### config.mk
export PLATFORM = sky130hd
export DESIGN_NAME = rc5_dec_arbiter
export DESIGN_NICKNAME = d
export VERILOG_FILES = /design/src/rtl/rc5_dec_arbiter.sv
export SDC_FILE = /design/constraint.sdc
export NUM_CORES = 1
export LEC_CHECK = 0
export CAP_MARGIN = 20
export CORE_MARGIN = 2
export CORE_UTILIZATION = 41
export CTS_CLUSTER_DIAMETER = 40
export DETAILED_ROUTE_END_ITERATION = 6
export MAX_ROUTING_LAYER = met4
export PLACE_DENSITY = 0.8
export SYNTH_ARGS = -nofsm -noshare
export SYNTH_HDL_FRONTEND = slang
export SYNTH_SLANG_ARGS = --single-unit
### constraint.sdc
create_clock -name clk -period 2 [get_ports clk]
set_clock_uncertainty 0.2 [all_clocks]
set_input_delay 0.3 -clock clk [delete_from_list [all_inputs] [get_ports clk]]
set_output_delay 0.3 -clock clk [all_outputs]
set_load 0.01 [all_outputs]
### src/rtl/rc5_dec_arbiter.sv
// Round-robin front end for one shared RC5 decrypt core. A block is accepted in IDLE, and its response appears 16 cycles later.
// Both requesters stall while a block is in flight, and the response is held until rsp_ready.
module rc5_dec_arbiter #(
  parameter int TIMEOUT = 16
) (
  input  logic        clk,
  input  logic        clr,
  input  logic        req0_valid,
  input  logic [63:0] req0_data,
  output logic        req0_ready,
  input  logic        req1_valid,
  input  logic [63:0] req1_data,
  output logic        req1_ready,
  output logic        rsp_valid,
  output logic [63:0] rsp_data,
  output logic        rsp_id,
  output logic        rsp_err,
  input  logic        rsp_ready,
  output logic        core_clr_n,
  output logic        core_din_valid,
  output logic [63:0] core_din,
  input  logic        core_dout_ready,
  input  logic [63:0] core_dout
);

  localparam logic [7:0] WDOG_LAST = 8'(TIMEOUT - 1);

  typedef enum logic [2:0] {IDLE, LAUNCH, WAIT, FLUSH, RESP} state_t;

  state_t      state;
  state_t      state_nxt;
  logic        last_grant;
  logic        cur_id;
  logic        grant;
  logic        wdog_expired;
  logic [7:0]  wdog;

  // On a tie the requester that was not served last wins.
  always_comb begin
    grant = 1'b0;
    if (req0_valid && req1_valid) grant = ~last_grant;
    else if (req1_valid)          grant = 1'b1;
  end

  assign req0_ready     = !clr && (state == IDLE) && !grant && req0_valid;
  assign req1_ready     = !clr && (state == IDLE) &&  grant && req1_valid;
  assign rsp_valid      = !clr && (state == RESP);
  assign rsp_id         = cur_id;
  assign core_din_valid = !clr && (state == LAUNCH);
  assign core_clr_n     = !(clr || (state == FLUSH));
  assign wdog_expired   = (wdog == WDOG_LAST);

  always_comb begin
    state_nxt = state;
    case (state)
      IDLE:    if (req0_ready || req1_ready) state_nxt = LAUNCH;
      LAUNCH:  state_nxt = WAIT;
      WAIT: begin
        if (core_dout_ready)   state_nxt = RESP;
        else if (wdog_expired) state_nxt = FLUSH;
      end
      FLUSH:   state_nxt = RESP;
      RESP:    if (rsp_ready) state_nxt = IDLE;
      default: state_nxt = IDLE;
    endcase
  end

  always_ff @(posedge clk) begin
    if (clr) begin
      state      <= IDLE;
      last_grant <= 1'b1;
      cur_id     <= 1'b0;
      wdog       <= 8'd0;
      core_din   <= 64'd0;
      rsp_data   <= 64'd0;
      rsp_err    <= 1'b0;
    end else begin
      state <= state_nxt;
      case (state)
        IDLE: begin
          if (req0_ready) begin
            core_din <= req0_data;
            cur_id   <= 1'b0;
          end else if (req1_ready) begin
            core_din <= req1_data;
            cur_id   <= 1'b1;
          end
        end
        LAUNCH: wdog <= 8'd0;
        WAIT: begin
          wdog <= wdog + 8'd1;
          // A completion landing on the timeout cycle still counts as success.
          if (core_dout_ready) begin
            rsp_data <= core_dout;
            rsp_err  <= 1'b0;
          end else if (wdog_expired) begin
            rsp_data <= 64'd0;
            rsp_err  <= 1'b1;
          end
        end
        RESP: if (rsp_ready) last_grant <= cur_id;
        default: ;
      endcase
    end
  end

endmodule

==> reports/qor.csv, run 1 <==
stage,metric,value,unit
cells_and_area,multi_input_area,0.003754,mm^2
cells_and_area,drive_above_1_share,9.852,%
power,leakage,4.169,nW
floorplan,die_h,134.5,um
synth,ys_warn_count,0,
setup_path,r2r_cells,7,
worst_hold_path,whs_path_depth,3,
synth,ys.flop_type,dfxtp_1,
placement,port_buffers,332,
placement,gp_congestion,0.8414,
cells_and_area,final_common_cell,clkdlybuf4s50_1,
cts,clk_latency,420,ps
setup_path,critPathSlowestCell,nor4_4,
outcome,status,"complete, but fails checks",
setup_path,max_stage_delay,340,ps
sta,finalSetupViolCount,4,
setup_path,critPathArrivalTime,1600,ps
sta,post-route-min-period,2095,ps
synth,synthCells,824,
synth,synth_nets,1023,
synth,synth-seq-cells,142,
sta,fin_ws,-95.09,ps
setup_path,cp_cell_sequence,buf_6 > nor4_4 > nand2_1 > a21oi_2 > buf_2,
route,wl_per_cell,18.97,um
cells_and_area,area_growth,63.92,%
cts,cts_tree,yes,
cells_and_area,postLayoutCoreUtil,68.75,%
synth,synthArstFlopShare,0,%
route,routed_wl,26010,um
grt,gr-usage-all-layers,27.21,%
cts,clk_pin_slew_worst_paths,60,ps
cts,cts_buffer_depth,2,
placement,hpwl,16810,um
sta,worst_pin_slew,520.9,ps
floorplan,pin_count,333,
floorplan,rows,47,
cts,cts_made_buffers,17,
synth,yosys.area.top_type,dfxtp_1,
setup_path,critPathCaptureType,output port,
synth,netlist_area,0.006980,mm^2
synth,synthDistinctLibCells,43,
cells_and_area,nFillCells,1363,
cells_and_area,final_cell_mix,"325 x clkdlybuf4s50_1, 140 x dfxtp_1, 130 x o21ai_0",
sta,rsz0062_at_grt,true,
grt,overflow,0,
outcome,violations,setup timing,
placement,dp_slack,-139.3,ps
route,drc_errors,0,
floorplan,die_w,134.5,um
setup_path,path_max_fanout,3,
route,via_per_inst,5.698,
grt,antenna_found_initial,2,
synth,synth_area_leaders,"dfxtp_1 41%, o21ai_0 9.3%, a311oi_1 8.3%",
synth,synth_edf_count,0,
floorplan,core,0.01664,mm^2
synth,yosysSeqAreaShare,40.72,%
sta,maxSlewViolCount,0,
floorplan,dieArea,0.01808,mm^2
setup_path,worst_setup_path_start_kind,register,
sta,fin_setup_tns,-128.8,ps
route,drt_pass1_iterations,5,
setup_path,required,1500,ps
floorplan,initial_core_util,41.94,%
route,drt-initial-drc-count,544,
grt,grt_max_degree,127,
cts,cts_root_buf,clkbuf_16,
cts,htree_levels,4,
setup_path,worstSetupPathType,register to output port,
run,max-cap-violations,0,
power,ir_drop,0.5694,mV
cells_and_area,fin_area,0.01144,mm^2
sta,fin_crit_sh,104.8,%
sta,relSlewSlack,65.28,%
cells_and_area,fin_nets,1333,
cts,clock-sinks,142,
synth,synth_area_per_cell,8.471,um^2
sta,clock.fmax,0.4773,GHz
power,powerDensity,706.0,mW/mm^2
grt,grt_pass1_vias,7321,
route,vias,7812,
cts,ctsHoldBuffers,0,
grt,grt_pass1_wl,38310,um
placement,placed_area,0.01065,mm^2
route,ant_nets,0,
sta,final_hold_viol_count,0,
worst_hold_path,hold_path_class,input port to register,
synth,synth.top_cell.area_share,40.72,%
cells_and_area,seq_area,0.002845,mm^2
## area by class of cell
type                            count  share of cell area (%)
Sequential cell                   142                   24.87
Tap cell                          220                   2.406
Clock inverter                     13                   1.214
Antenna cell                        4                 0.08748
Clock buffer                       19                   3.871
Inverter                            3                 0.09841
Multi-Input combinational cell    583                   32.80
Timing Repair Buffer              387                   34.65
## worst max-delay path, delay by kind of cell (launching register included)
kind	cells	cell delay, ps
compound gates	1	110
buf+inv	2	260
flops	1	330
simple gates	2	480
## cell families after synthesis
family                     count (synthesis)  share of synthesized area (%)
DFF                                      142                          40.72
and+or+nand+nor                          236                          19.99
AOI/OAI and AO/OA                        344                          32.17
muxes                                      2                         0.3047
buffers and inverters                     99                          6.632
adders and majority gates                  1                         0.1792
## sequential cells by signal, indices dropped and copies added (netlist names)
| register | flops |
|---|---|
| core_din | 64 |
| rsp_data | 64 |
| wdog | 8 |
| state | 3 |
| last_grant | 1 |
| rsp_err | 1 |
| rsp_id | 1 |
## timing repair
action                     CTS  global route
setup buffers                3             5
setup endpoints to repair   46            68
cloned                       0             5
resized for setup           31             7
pin swaps                    4             5
hold endpoints to repair     0             0
## stage by stage
stage | total power [mW] | std cells | hold slack [ps]
after floorplan | 3.894 | 824 | 261.8
after global routing | 8.383 | 1369 | 40.25
after detailed placement | 4.875 | 1322 | 251.9
after CTS | 8.025 | 1357 | 17.90
after global placement | 4.856 | 1322 | 247.0
final | 8.079 | 1371 | 37.31
## metal layers
layer | part of all wire (%) | up-vias | GRT usage [%]
met2 | 48 | 387 | 43.00
met3 | 9.4 | 69 | 8.709
li1 | - | 3690 | -
met1 | 39 | 3666 | 31.82
met4 | 3.6 | 0 | 11.93
met5 | 0 | - | -
## path summary, 6_finish.rpt
kind              startpoint           end  slack, ps
hold / removal           clr       wdog[1]         40
setup reg to reg    state[2]  core_din[22]        -20
hold reg to reg      rsp_err       rsp_err        260
setup / recovery    state[2]    req1_ready       -100
## cell usage after synthesis (all sizes together), types with 2 or more instances
library cell  count
nand3            68
nor3              3
nor2b            66
clkbuf           62
or4               4
a2bb2oi          65
nor4              2
nand2b           67
o21a              2
nor2              4
buf              34
nand2             9
a311oi           66
nor4bb            2
nor3b             2
a21oi            74
or3b              2
o211ai            2
or3               2
o21ai           130
dfxtp           142
inv               3
## report_power, final
group | leakage [nW] | internal, mW | switching (mW)
Sequential | 1.16 | 3.02 | 0.106
Combinational | 2.74 | 1.06 | 0.753
Clock | 0.272 | 1.87 | 1.27
Total | 4.17 | 5.95 | 2.13
Note: power is estimated with default switching activity, not from simulation.
==> run 2: changes to the inputs <==
==> constraint.sdc (replaced) <==
create_clock -name clk -period 2 [get_ports clk]
set_clock_uncertainty 0.2 [all_clocks]
set_input_delay 0.4 -clock clk [delete_from_list [all_inputs] [get_ports clk]]
set_output_delay 0.4 -clock clk [all_outputs]
set_load 0.01 [all_outputs]
==> reports/qor.csv, run 2 (synthesized netlist as in run 1, its figures left out) <==
stage,metric,value,unit,change
cells_and_area,area_growth,73.71,%,
grt,grt_max_degree,163,,+28%
cells_and_area,postLayoutCoreUtil,72.86,%,+4.1 points
route,ant_nets,0,,unchanged
cts,cts_root_buf,clkbuf_16,,
floorplan,pin_count,333,,unchanged
cells_and_area,fin_nets,1352,,+1.4%
grt,overflow,0,,unchanged
sta,fin_ws,-171.2,ps,-76.12 ps
power,leakage,4.318,nW,+3.6%
power,power_frac_seq,37.6,%,-1.0 points
power,power_frac_clock,39.4,%,+0.5 points
sta,worst_pin_slew,665.0,ps,+144.1 ps
route,drt_pass1_iterations,4,,-1
cells_and_area,layoutNonFillerInstCount,1388,,+1.2%
placement,port_buffers,332,,unchanged
route,via_per_inst,5.734,,+0.63%
cts,ctsHoldBuffers,0,,unchanged
route,wl_per_cell,20.09,um,+5.9%
power,powerDensity,683.8,mW/mm^2,-3.2%
setup_path,required,1400,ps,-100 ps
floorplan,die_w,134.5,um,unchanged
cts,clk_pin_slew_worst_paths,60,ps,about the same
sta,rsz0062_at_grt,true,,
power,p_int,6.137,mW,+3.2%
sta,hold_slack,186.1,ps,+148.8 ps
sta,maxSlewViolCount,0,,unchanged
route,routed_wl,27880,um,+7.2%
cts,cts_buffer_depth,2,,unchanged
cts,clk_latency,420,ps,about the same
setup_path,critPathArrivalTime,1570,ps,-30 ps
floorplan,core,0.01664,mm^2,unchanged
cells_and_area,final_cell_mix,"323 x clkdlybuf4s50_1, 140 x dfxtp_1, 73 x a21oi_1, 73 x o21ai_0, 67 x nand3_1",,
cts,htree_levels,4,,unchanged
sta,relSlewSlack,55.67,%,-9.6 points
floorplan,dieArea,0.01808,mm^2,unchanged
floorplan,die_h,134.5,um,unchanged
cts,cts_tree,yes,,
setup_path,worstSetupPathType,register to output port,,
grt,grt_pass1_vias,7545,,+3.1%
sta,final_hold_viol_count,0,,unchanged
floorplan,initial_core_util,41.94,%,unchanged
setup_path,worst_setup_path_start_kind,register,,
outcome,status,"complete, but fails checks",,
cells_and_area,drive_above_1_share,16.48,%,+6.6 points
grt,grt_pass1_wl,39120,um,+2.1%
power,ir_drop,0.5747,mV,+0.93%
run,max-cap-violations,0,,unchanged
route,drc_errors,0,,unchanged
sta,post-route-min-period,2171,ps,+76.12 ps
power,p_sw,2.154,mW,+0.97%
route,vias,7959,,+1.9%
route,drt-initial-drc-count,386,,-29%
power,p_comb_share,23.0,%,+0.6 points
grt,antenna_found_initial,3,,+1
placement,hpwl,17070,um,+1.6%
placement,dp_slack,-398.8,ps,-259.5 ps
sta,finalSetupViolCount,67,,+63
sta,fin_crit_sh,108.6,%,+3.8 points
power,swShare,25.98,%,-0.43 points
sta,clock.fmax,0.4606,GHz,-3.5%
outcome,violations,setup timing,,
cts,clock-sinks,142,,unchanged
setup_path,path_max_fanout,4,,+1
cells_and_area,reg_top3,"core_din: 64 flops, rsp_data: 64 flops, wdog: 8 flops",,
cts,cts_made_buffers,17,,unchanged
setup_path,critPathCaptureType,output port,,
cells_and_area,final_common_cell,clkdlybuf4s50_1,,
grt,gr-usage-all-layers,27.76,%,+0.55 points
worst_hold_path,hold_path_class,input port to register,,
placement,gp_congestion,0.8901,,+5.8%
floorplan,rows,47,,unchanged
placement,post-place-cells,1330,,+0.61%
-- run 2: through the flow --
step,TNS [ps],power (mW),cell area (um^2)
finish,-5583,8.291,12130
global route,-10240,8.577,12130
CTS,-476.0,8.169,11440
detailed placement,-22150,4.881,10740
global placement,-19770,4.861,10740
floorplan,0,3.897,6990
-- run 2: what timing repair did --
item | 4_1_cts | 5_1_grt
setup buffers | 9 | 6
cloned | 0 | 11
setup endpoints to repair | 52 | 61
pin swaps | 7 | 58
gates resized for setup | 37 | 140
-- run 2: layer usage --
metal | GRT usage (%) | vias to the layer above | routed length, um
li1 | - | 3728 | -
met1 | 33.00 | 3810 | 10830
met2 | 44.90 | 358 | 13650
met3 | 7.583 | 63 | 2356
met4 | 10.76 | 0 | 1037
met5 | - | - | 0
-- run 2: worst paths after layout --
kind | startpoint | endpoint | slack (ps) | depth (start not counted)
setup / recovery | state[2] | req1_ready | -170 | 5
hold / removal | clr | rsp_id | 190 | 3
setup reg to reg | state[2] | rsp_data[21] | -160 | 9
hold reg to reg | rsp_err | rsp_err | 270 | 1
-- run 2: power groups by stage --
stage	logic [mW]	registers, mW	clock network [mW]
global route	2.03	3.14	3.41
finish	1.90	3.12	3.27
detailed placement	1.71	3.17	0
floorplan	0.647	3.25	0
global placement	1.69	3.17	0
CTS	1.75	3.11	3.30
-- run 2: worst max-delay path, cell delays in order (launching register included) --
cell and delay, ps:
dfxtp_2 330, buf_6 120, nor4_4 310, nand2_1 120
a21oi_1 120, buf_2 160
-- run 2: area by class of cell --
class / instances / area (um^2)
antenna: 3 / 7.507
clock buffer: 21 / 460.4
clock inverter: 10 / 137.6
fill: 1241 / 4517
inverter: 3 / 11.26
multi-input combinational: 583 / 4133
sequential: 142 / 2845
tap: 220 / 275.3
timing repair buffer: 406 / 4255
==> run 3: changes to the inputs <==
Settings changed: CORE_ASPECT_RATIO set to 0.5.
==> reports/qor.csv, run 3 (synthesized netlist as in run 1, its figures left out) <==
stage,metric,value,unit,change
sta,worst_pin_slew,884.2,ps,+219.1 ps
placement,port_buffers,332,,unchanged
setup_path,worst_setup_path_start_kind,register,,
placement,placed_area,0.01068,mm^2,-0.58%
power,power_frac_seq,38.6,%,+1.0 points
floorplan,die_h,96.27,um,-28%
floorplan,die_w,188.5,um,+40%
sta,finalSetupViolCount,62,,-7.5%
power,power_frac_clock,40.1,%,+0.7 points
setup_path,cp_cell_sequence,buf_6 > nor4_4 > nand2_1 > a21oi_1 > buf_2,,
floorplan,initial_core_util,42.27,%,+0.32 points
cells_and_area,layoutNonFillerInstCount,1368,,-1.4%
floorplan,pin_count,333,,unchanged
cts,clk_pin_slew_worst_paths,60,ps,about the same
cts,htree_levels,4,,unchanged
power,p_sw,2.070,mW,-3.9%
run,max-cap-violations,0,,unchanged
setup_path,required,1400,ps,about the same
cells_and_area,diodes,0,,-3
cells_and_area,reg_top3,"core_din: 64 flops, rsp_data: 64 flops, wdog: 8 flops",,
power,p_comb_share,21.3,%,-1.7 points
cells_and_area,drive_above_1_share,9.553,%,-6.9 points
grt,gr-usage-all-layers,25.80,%,-2.0 points
route,vias,7587,,-4.7%
sta,rsz0062_at_grt,true,,
outcome,status,"complete, but fails checks",,
cells_and_area,fin_nets,1327,,-1.8%
setup_path,critPathSlowestCell,dfxtp_4,,
placement,hpwl,16180,um,-5.2%
setup_path,critPathArrivalTime,1600,ps,+30 ps
power,swShare,25.66,%,-0.32 points
sta,relSlewSlack,41.06,%,-15 points
sta,post-route-min-period,2197,ps,+25.65 ps
cts,cts_root_buf,clkbuf_16,,
setup_path,worstSetupPathType,register to output port,,
sta,final_hold_viol_count,0,,unchanged
cells_and_area,area_growth,62.57,%,
route,drt_pass1_iterations,5,,+1
outcome,violations,setup timing,,
placement,gp_congestion,0.8263,,-7.2%
grt,grt_max_degree,97,,-40%
grt,grt_pass1_wl,36940,um,-5.6%
route,wl_per_cell,17.33,um,-14%
route,routed_wl,23710,um,-15%
cts,clock-sinks,142,,unchanged
cts,cts_made_buffers,17,,unchanged
setup_path,path_max_fanout,4,,unchanged
power,p_int,5.997,mW,-2.3%
sta,hold_slack,158.8,ps,-27.37 ps
sta,maxSlewViolCount,0,,unchanged
sta,clock.fmax,0.4552,GHz,-1.2%
cells_and_area,final_common_cell,clkdlybuf4s50_1,,
grt,antenna_found_initial,0,,-3
setup_path,critPathCaptureType,output port,,
route,drc_errors,0,,unchanged
cts,cts_buffer_depth,2,,unchanged
power,leakage,4.118,nW,-4.6%
cells_and_area,final_cell_mix,"325 x clkdlybuf4s50_1, 139 x dfxtp_1, 130 x o21ai_0",,
floorplan,core,0.01652,mm^2,-0.76%
power,ir_drop,0.6062,mV,+5.5%
cts,clk_latency,400,ps,-20 ps
cts,ctsHoldBuffers,0,,unchanged
floorplan,dieArea,0.01815,mm^2,+0.35%
route,ant_nets,0,,unchanged
worst_hold_path,hold_path_class,input port to register,,
power,powerDensity,710.9,mW/mm^2,+4.0%
sta,fin_ws,-196.9,ps,-25.65 ps
floorplan,rows,33,,-30%
grt,overflow,0,,unchanged
route,drt-initial-drc-count,466,,+21%
setup_path,max_stage_delay,350,ps,+20 ps
placement,post-place-cells,1333,,+0.23%
route,via_per_inst,5.546,,-3.3%
cts,cts_tree,yes,,
cells_and_area,fin_area,0.01135,mm^2,-6.4%
cells_and_area,nFillCells,1326,,+6.8%
sta,fin_crit_sh,109.8,%,+1.3 points
grt,grt_pass1_vias,7350,,-2.6%
## run 3: layout make-up
| class | count | area [um^2] | area share (%) |
|---|---|---|---|
| clock buffer | 20 | 436.7 | 3.848 |
| clock inverter | 12 | 162.7 | 1.433 |
| inverter | 3 | 11.26 | 0.09923 |
| multi-input combinational | 583 | 3767 | 33.20 |
| sequential | 142 | 2851 | 25.13 |
| tap | 227 | 284.0 | 2.503 |
| timing repair buffer | 381 | 3835 | 33.79 |
## run 3: power by group through the flow
stage          sequential [mW]  clock (mW)  combinational, mW
6_report                  3.12        3.24               1.72
5_1_grt                   3.13        3.42               1.85
4_1_cts                   3.11        3.32               1.71
3_5_place_dp              3.17           0               1.69
3_3_place_gp              3.17           0               1.66
2_1_floorplan             3.25           0              0.647
## run 3: stage by stage
stage	setup slack, ps	TNS, ps	power (mW)	util, %
after floorplan	26.41	0	3.897	-
after global placement	-288.4	-16360	4.834	64.66
after detailed placement	-363.0	-20230	4.863	64.66
after CTS	-227.4	-1443	8.139	68.39
after global routing	-271.3	-6913	8.408	68.71
final	-196.9	-1578	8.067	68.71
## run 3: per-layer routing
layer / up-vias / GRT usage (%) / part of all wire, %
met2: 325 / 42.52 / 49
met1: 3540 / 31.31 / 42
li1: 3661 / - / -
met4: 0 / 11.39 / 3.3
met3: 61 / 4.922 / 6.2
met5: - / - / 0
## run 3: final timing paths
path / startpoint / to / slack [ps] / cells past startpoint
worst min-delay path: req0_valid / core_din[61] / 160 / 3
worst max-delay path: state[0] / req1_ready / -200 / 5
worst min register to register: rsp_id / rsp_id / 280 / 2
worst max register to register: state[0] / core_din[7] / -40 / 6
## run 3: repair_timing
item | in CTS | in global routing
resized for setup | 30 | 13
gates cloned | 0 | 0
buffers inserted | 2 | 1
endpoints found under the setup margin | 69 | 72
endpoints found under the hold margin | 0 | 0
pin swaps | 5 | 9
## run 3: critical path: cells and delay by family (launching register included)
| kind | cells | cell delay [ps] |
|---|---|---|
| DFF | 1 | 350 |
| AOI/OAI and AO/OA | 1 | 120 |
| buffers and inverters | 2 | 260 |
| and+or+nand+nor | 2 | 460 |
